`src/rtl/frame_align_pkg.sv`:
```
// Shared definitions for the dynamic frame aligner: state encoding,
// default aligned word and the slip budget for one alignment attempt.
package frame_align_pkg;

  typedef enum logic [2:0] {
    ST_IDLE,
    ST_SETTLE,
    ST_CHECK,
    ST_SLIP,
    ST_VERIFY,
    ST_LOCKED,
    ST_FAIL
  } state_e;

  localparam logic [7:0] DEFAULT_TARGET = 8'hf0;
  localparam int         MAX_SLIPS      = 8;

  // slip_count sticks at 15 instead of wrapping
  function automatic logic [3:0] sat_inc4(input logic [3:0] v);
    return (v == 4'hf) ? v : v + 4'd1;
  endfunction

endpackage

```
`src/rtl/settle_timer.sv`:
```
// Down-counter giving the deserializer time to settle after a bit slip.
// start loads WAIT_TIME; done is high in the last settle cycle.
module settle_timer #(
  parameter int WAIT_TIME = 5
) (
  input  logic clk,
  input  logic rst_n,
  input  logic start,
  input  logic clr,
  output logic done
);

  localparam int CW = $clog2(WAIT_TIME + 1);

  logic [CW-1:0] count_q;
  logic [CW-1:0] count_d;

  always_comb begin
    count_d = count_q;
    if (clr) begin
      count_d = '0;
    end else if (start) begin
      count_d = CW'(WAIT_TIME);
    end else if (count_q != '0) begin
      count_d = count_q - CW'(1);
    end
  end

  always_ff @(posedge clk or negedge rst_n) begin
    if (!rst_n) begin
      count_q <= '0;
    end else begin
      count_q <= count_d;
    end
  end

  assign done = (count_q == CW'(1));

endmodule

```
`src/rtl/frame_align_dynamic.sv`:
```
// Dynamic word aligner: slips the ISERDESE2 until the frame word matches
// TARGET for STABLE_COUNT cycles, and realigns after LOSS_COUNT misses.
module frame_align_dynamic
  import frame_align_pkg::*;
#(
  parameter logic [7:0] TARGET       = DEFAULT_TARGET,
  parameter int         WAIT_TIME    = 5,
  parameter int         STABLE_COUNT = 16,
  parameter int         LOSS_COUNT   = 4
) (
  input  logic       clk,
  input  logic       rst_n,
  input  logic       EN,
  input  logic [7:0] frame,
  output logic       BS,
  output logic       locked,
  output logic       fail,
  output logic [3:0] slip_count
);

  localparam int MW = $clog2(STABLE_COUNT + 1);
  localparam int LW = $clog2(LOSS_COUNT + 1);
  localparam int AW = $clog2(MAX_SLIPS + 1);

  state_e        state_q, state_d;
  logic [MW-1:0] match_q, match_d;
  logic [LW-1:0] loss_q, loss_d;
  logic [AW-1:0] att_q, att_d;
  logic [3:0]    slip_count_q, slip_count_d;
  logic          bs_q, locked_q, fail_q;
  logic          timer_start, timer_clr, timer_done;
  logic          is_match;

  settle_timer #(.WAIT_TIME(WAIT_TIME)) u_settle (
    .clk   (clk),
    .rst_n (rst_n),
    .start (timer_start),
    .clr   (timer_clr),
    .done  (timer_done)
  );

  assign is_match = (frame == TARGET);

  always_comb begin
    state_d      = state_q;
    match_d      = match_q;
    loss_d       = loss_q;
    att_d        = att_q;
    slip_count_d = slip_count_q;
    timer_start  = 1'b0;
    timer_clr    = 1'b0;
    // EN low overrides everything, including a slip about to be issued
    if (!EN) begin
      state_d   = ST_IDLE;
      match_d   = '0;
      loss_d    = '0;
      att_d     = '0;
      timer_clr = 1'b1;
    end else begin
      case (state_q)
        ST_IDLE: begin
          slip_count_d = '0;
          att_d        = '0;
          timer_start  = 1'b1;
          state_d      = ST_SETTLE;
        end
        ST_SETTLE: begin
          if (timer_done) state_d = ST_CHECK;
        end
        ST_CHECK: begin
          if (is_match) begin
            match_d = MW'(1);
            state_d = ST_VERIFY;
          end else if (att_q == AW'(MAX_SLIPS)) begin
            state_d = ST_FAIL;
          end else begin
            state_d = ST_SLIP;
          end
        end
        ST_SLIP: begin
          slip_count_d = sat_inc4(slip_count_q);
          att_d        = att_q + AW'(1);
          timer_start  = 1'b1;
          state_d      = ST_SETTLE;
        end
        ST_VERIFY: begin
          if (is_match) begin
            match_d = match_q + MW'(1);
            if (match_q + MW'(1) == MW'(STABLE_COUNT)) begin
              loss_d  = '0;
              state_d = ST_LOCKED;
            end
          end else begin
            match_d = '0;
            state_d = ST_SLIP;
          end
        end
        ST_LOCKED: begin
          if (is_match) begin
            loss_d = '0;
          end else if (loss_q + LW'(1) == LW'(LOSS_COUNT)) begin
            // a fresh attempt gets the full slip budget
            loss_d  = '0;
            match_d = '0;
            att_d   = '0;
            state_d = ST_SLIP;
          end else begin
            loss_d = loss_q + LW'(1);
          end
        end
        ST_FAIL: begin
          state_d = ST_FAIL;
        end
        default: begin
          state_d = ST_IDLE;
        end
      endcase
    end
  end

  always_ff @(posedge clk or negedge rst_n) begin
    if (!rst_n) begin
      state_q      <= ST_IDLE;
      match_q      <= '0;
      loss_q       <= '0;
      att_q        <= '0;
      slip_count_q <= '0;
      bs_q         <= 1'b0;
      locked_q     <= 1'b0;
      fail_q       <= 1'b0;
    end else begin
      state_q      <= state_d;
      match_q      <= match_d;
      loss_q       <= loss_d;
      att_q        <= att_d;
      slip_count_q <= slip_count_d;
      bs_q         <= (state_d == ST_SLIP);
      locked_q     <= (state_d == ST_LOCKED);
      fail_q       <= (state_d == ST_FAIL);
    end
  end

  assign BS         = bs_q;
  assign locked     = locked_q;
  assign fail       = fail_q;
  assign slip_count = slip_count_q;

endmodule

```
`config.mk`:
```
export PLATFORM = sky130hd
export DESIGN_NAME = frame_align_dynamic
export DESIGN_NICKNAME = d
export VERILOG_FILES = /design/src/rtl/frame_align_pkg.sv /design/src/rtl/settle_timer.sv /design/src/rtl/frame_align_dynamic.sv
export SDC_FILE = /design/constraint.sdc
export NUM_CORES = 1
export LEC_CHECK = 0
export CORE_ASPECT_RATIO = 1.2
export CORE_MARGIN = 10
export CORE_UTILIZATION = 45
export DETAILED_ROUTE_END_ITERATION = 10
export PLACE_DENSITY = 0.69
export SLEW_MARGIN = 15
export SYNTH_ARGS = -nofsm -noshare
export SYNTH_HDL_FRONTEND = slang
export SYNTH_SLANG_ARGS = --single-unit
```
`constraint.sdc`:
```
create_clock -name clk -period 1.8 [get_ports clk]
set_input_delay 0.36 -clock clk [delete_from_list [all_inputs] [get_ports clk]]
set_output_delay 0.36 -clock clk [all_outputs]
set_load 0.005 [all_outputs]
```
==> summary.md <==
| Metric | Value |
|---|---|
| Status | completed |
| Crit-path max FO | 4 |
| Drt first pass iters | 4 |
| Layout cells sized above 1 | 0.182 |
| Crit-path max cell delay | 530 ps |
| Initial DRC count | 69 |
| Routability cong. | 0.825 |
| Worst reg2reg endpoint | state_q[0] |
| GR Overflow Total | 0 |
| Async S/R FF share, synth | 1.00 |
| Area growth syn-to-layout | 27.3% |
| Site Rows | 23 |
| Rel. slew slack | 0.710 |
| CP Capture Type | flop |
| Minimum clock period | 1730 ps |
| Mapped Area | 1580 um^2 |
| DIE AREA | 6280 um^2 |
| Diodes inserted | 0 |
| F_max | 577 MHz |
| Post-Synthesis Cells | 165 |
| Buffers and inverters on the worst path | 1 |
| H-tree depth | 1 |
| First-pass GRT wire length | 6.35 mm |
| Initial antenna violation count | 0 |
| Vias in the first global route | 1441 |
| Hold Path Class | in2async |
| GRT Overall Usage | 0.123 |
| Post-synth EDFFs | 0 |
| Height of the die | 84.8 um |
| Total power | 1270 uW |
| Max cap viols | 0 |
| Final setup fails | 0 |
| PD cells | 633 nW/um^2 |
| Register area share after synthesis | 0.397 |
| CTS tree | done |
| Critical path cell sequence | dlygate4sd2_1 > or4_4 > o31a_1 > o221a_4 > a211o_1 |
| Reg2reg start | u_settle.count_q[1] |
| Vias per Instance | 5.86 |
| Final Hold Fails | 0 |
| Tcrit/Tclk final | 0.964 |
| Core area | 3370 um^2 |
| Slowest cell on crit path | or4_4 |
| WS Path Type | in2reg |
| Fin nets | 219 |
| Top delay family on crit path | compound AO/OA/AOI/OAI gates |
| WL/cell | 15.5 um |
| Hold WS | 446 ps |
| Leading cell type in the layout, fill and taps excluded | dfrtp_1 |
| Cts bufs inserted | 3 |
| Initial cell density of the core | 0.468 |
| DP HPWL | 2.86 mm |
| Yosys warning count | 0 |
| Clk_lat worst skew | 270 ps |
| IO Port Bufs | 17 |
| Bufs on Longest Clock Path | 2 |
| Distinct cells, synth | 53 |
| Worst Path Arrival | 1890 ps |
| Commonest cells after routing, fill and taps aside | dfrtp_1, buf_4, clkdlybuf4s50_1 |
| Clk pin slew, worst setup/hold paths | 90 ps |
| Worst path required time | 1960 ps |
| Peak supply drop | 0.000530 V |
| Clock skew | 1.37 ps |
| P_leak | 0.000914 uW |
| Startpoint Class | primary input |
| Post-synthesis net count | 185 |
| FF+latch count, synth | 25 |
| Clk sinks | 25 |
| Most used DFF post-synth | dfrtp_1 |
| Post-DP Area | 1900 um^2 |
| # DRC | 0 |
| Routed vias | 1376 |
| Flop2flop setup slack | 90 ps |
| Largest net degree at the start of global routing | 26 |
| Design area | 2010 um^2 |
| Root Driver | clkbuf_8 |
| DIE WIDTH | 74.0 um |
| Final Max Tran Viols | 0 |
| Routed WL | 3.65 mm |
| Io pins | 18 |
| Worst R2R Path Depth | 7 |
| Final ANT Viol Nets | 0 |
| Slew @ Worst Pin | 432 ps |
| Synth Area per Inst | 9.55 um^2 |
-- what timing repair did --
item | 4_1_cts | 5_1_grt
hold buffers | 0 | 0
setup buffers | 1 | 1
pin swaps | 6 | 3
gates resized for setup | 10 | 6
endpoints found under the setup margin | 15 | 10
-- registers in the layout, summed over array words and instances (netlist names) --
name and flops:
BS 1, att_q 4, fail 1, locked 1, loss_q 3, match_q 5
slip_count 4, state_q 3, u_settle.count_q 3
-- power breakdown --
group	internal (uW)	total, uW	switching, uW
registers	586	609	23.5
clock network	157	343	186
logic	161	317	155
total	904	1270	365
-- worst register-to-register path: stages, from the launching register on --
cell     delay (ps)
dfrtp_1         400
inv_2            60
ha_1            120
or3b_4          380
or2_4           250
a32oi_4         230
buf_6           130
nor2_1           30
-- worst max path at each step --
stage | end | cells after the start | startpoint | slack, ps
2_1_floorplan | match_q[3] | 4 | frame[1] | 1
3_3_place_gp | match_q[4] | 5 | frame[1] | -480
3_5_place_dp | match_q[3] | 5 | frame[1] | -520
4_1_cts | state_q[0] | 7 | u_settle.count_q[1] | 3
5_1_grt | match_q[3] | 5 | state_q[0] | -0.9
6_report | match_q[3] | 5 | frame[0] | 70
-- synthesized netlist by cell type (2+ instances only) --
| cell | count | area (um^2) |
|---|---|---|
| nand2_1 | 9 | 33.8 |
| nor2_1 | 7 | 26.3 |
| o22ai_1 | 3 | 18.8 |
| xnor2_1 | 3 | 26.3 |
| ha_1 | 9 | 113 |
| nor3b_1 | 3 | 22.5 |
| nand2b_1 | 9 | 56.3 |
| a2111oi_0 | 2 | 17.5 |
| mux2i_1 | 3 | 30.0 |
| nor2b_1 | 6 | 37.5 |
| a31oi_1 | 3 | 18.8 |
| xor2_1 | 2 | 17.5 |
| clkbuf_1 | 5 | 18.8 |
| and3b_1 | 2 | 17.5 |
| a21oi_1 | 3 | 15.0 |
| a21boi_0 | 3 | 22.5 |
| nand3_1 | 10 | 50.1 |
| and4_1 | 2 | 17.5 |
| dfrtp_1 | 25 | 626 |
| o21ai_0 | 5 | 25.0 |
| a211o_1 | 3 | 26.3 |
| and3_1 | 3 | 18.8 |
| o211ai_1 | 2 | 15.0 |
| inv_1 | 10 | 37.5 |
| and2_1 | 2 | 12.5 |
| nand4_1 | 3 | 18.8 |
| nor4_1 | 2 | 12.5 |
-- logic make-up after synthesis --
logic type                 count (synthesis)  share of synthesized area
AOI/OAI and AO/OA                         42                      0.203
xor gates and xnor gates                   5                     0.0278
adders and majority gates                  9                     0.0715
buffers and inverters                     16                     0.0381
DFF                                       25                      0.397
muxes                                      4                     0.0262
and+or+nand+nor                           64                      0.236
-- routing by layer --
metal  up-vias  wire [um]  GRT usage  part of all wire
met5         -          0          0                 0
met4         0         63     0.0424             0.017
met3         6        138     0.0326             0.038
met2        22       1970      0.219              0.54
met1       670       1480      0.134              0.40
li1        678          -          -                 -
-- through the flow --
step                      TNS [ps]  utilization  instances  worst slack [ps]
after floorplan                  0            -        165              1.25
after global routing        -0.924        0.596        235            -0.924
after detailed placement     -5960        0.563        229              -521
final                            0        0.596        235              65.6
after global placement       -5410        0.563        229              -479
after CTS                        0        0.585        234              3.14
-- area by class of cell --
cell class,count,area [um^2]
Clock buffer,3,41.3
Clock inverter,1,7.51
Fill cell,297,1360
Inverter,10,37.5
Multi-Input combinational cell,124,942
Sequential cell,25,626
Tap cell,37,46.3
Timing Repair Buffer,35,305
(Power assumes the default switching activity.)
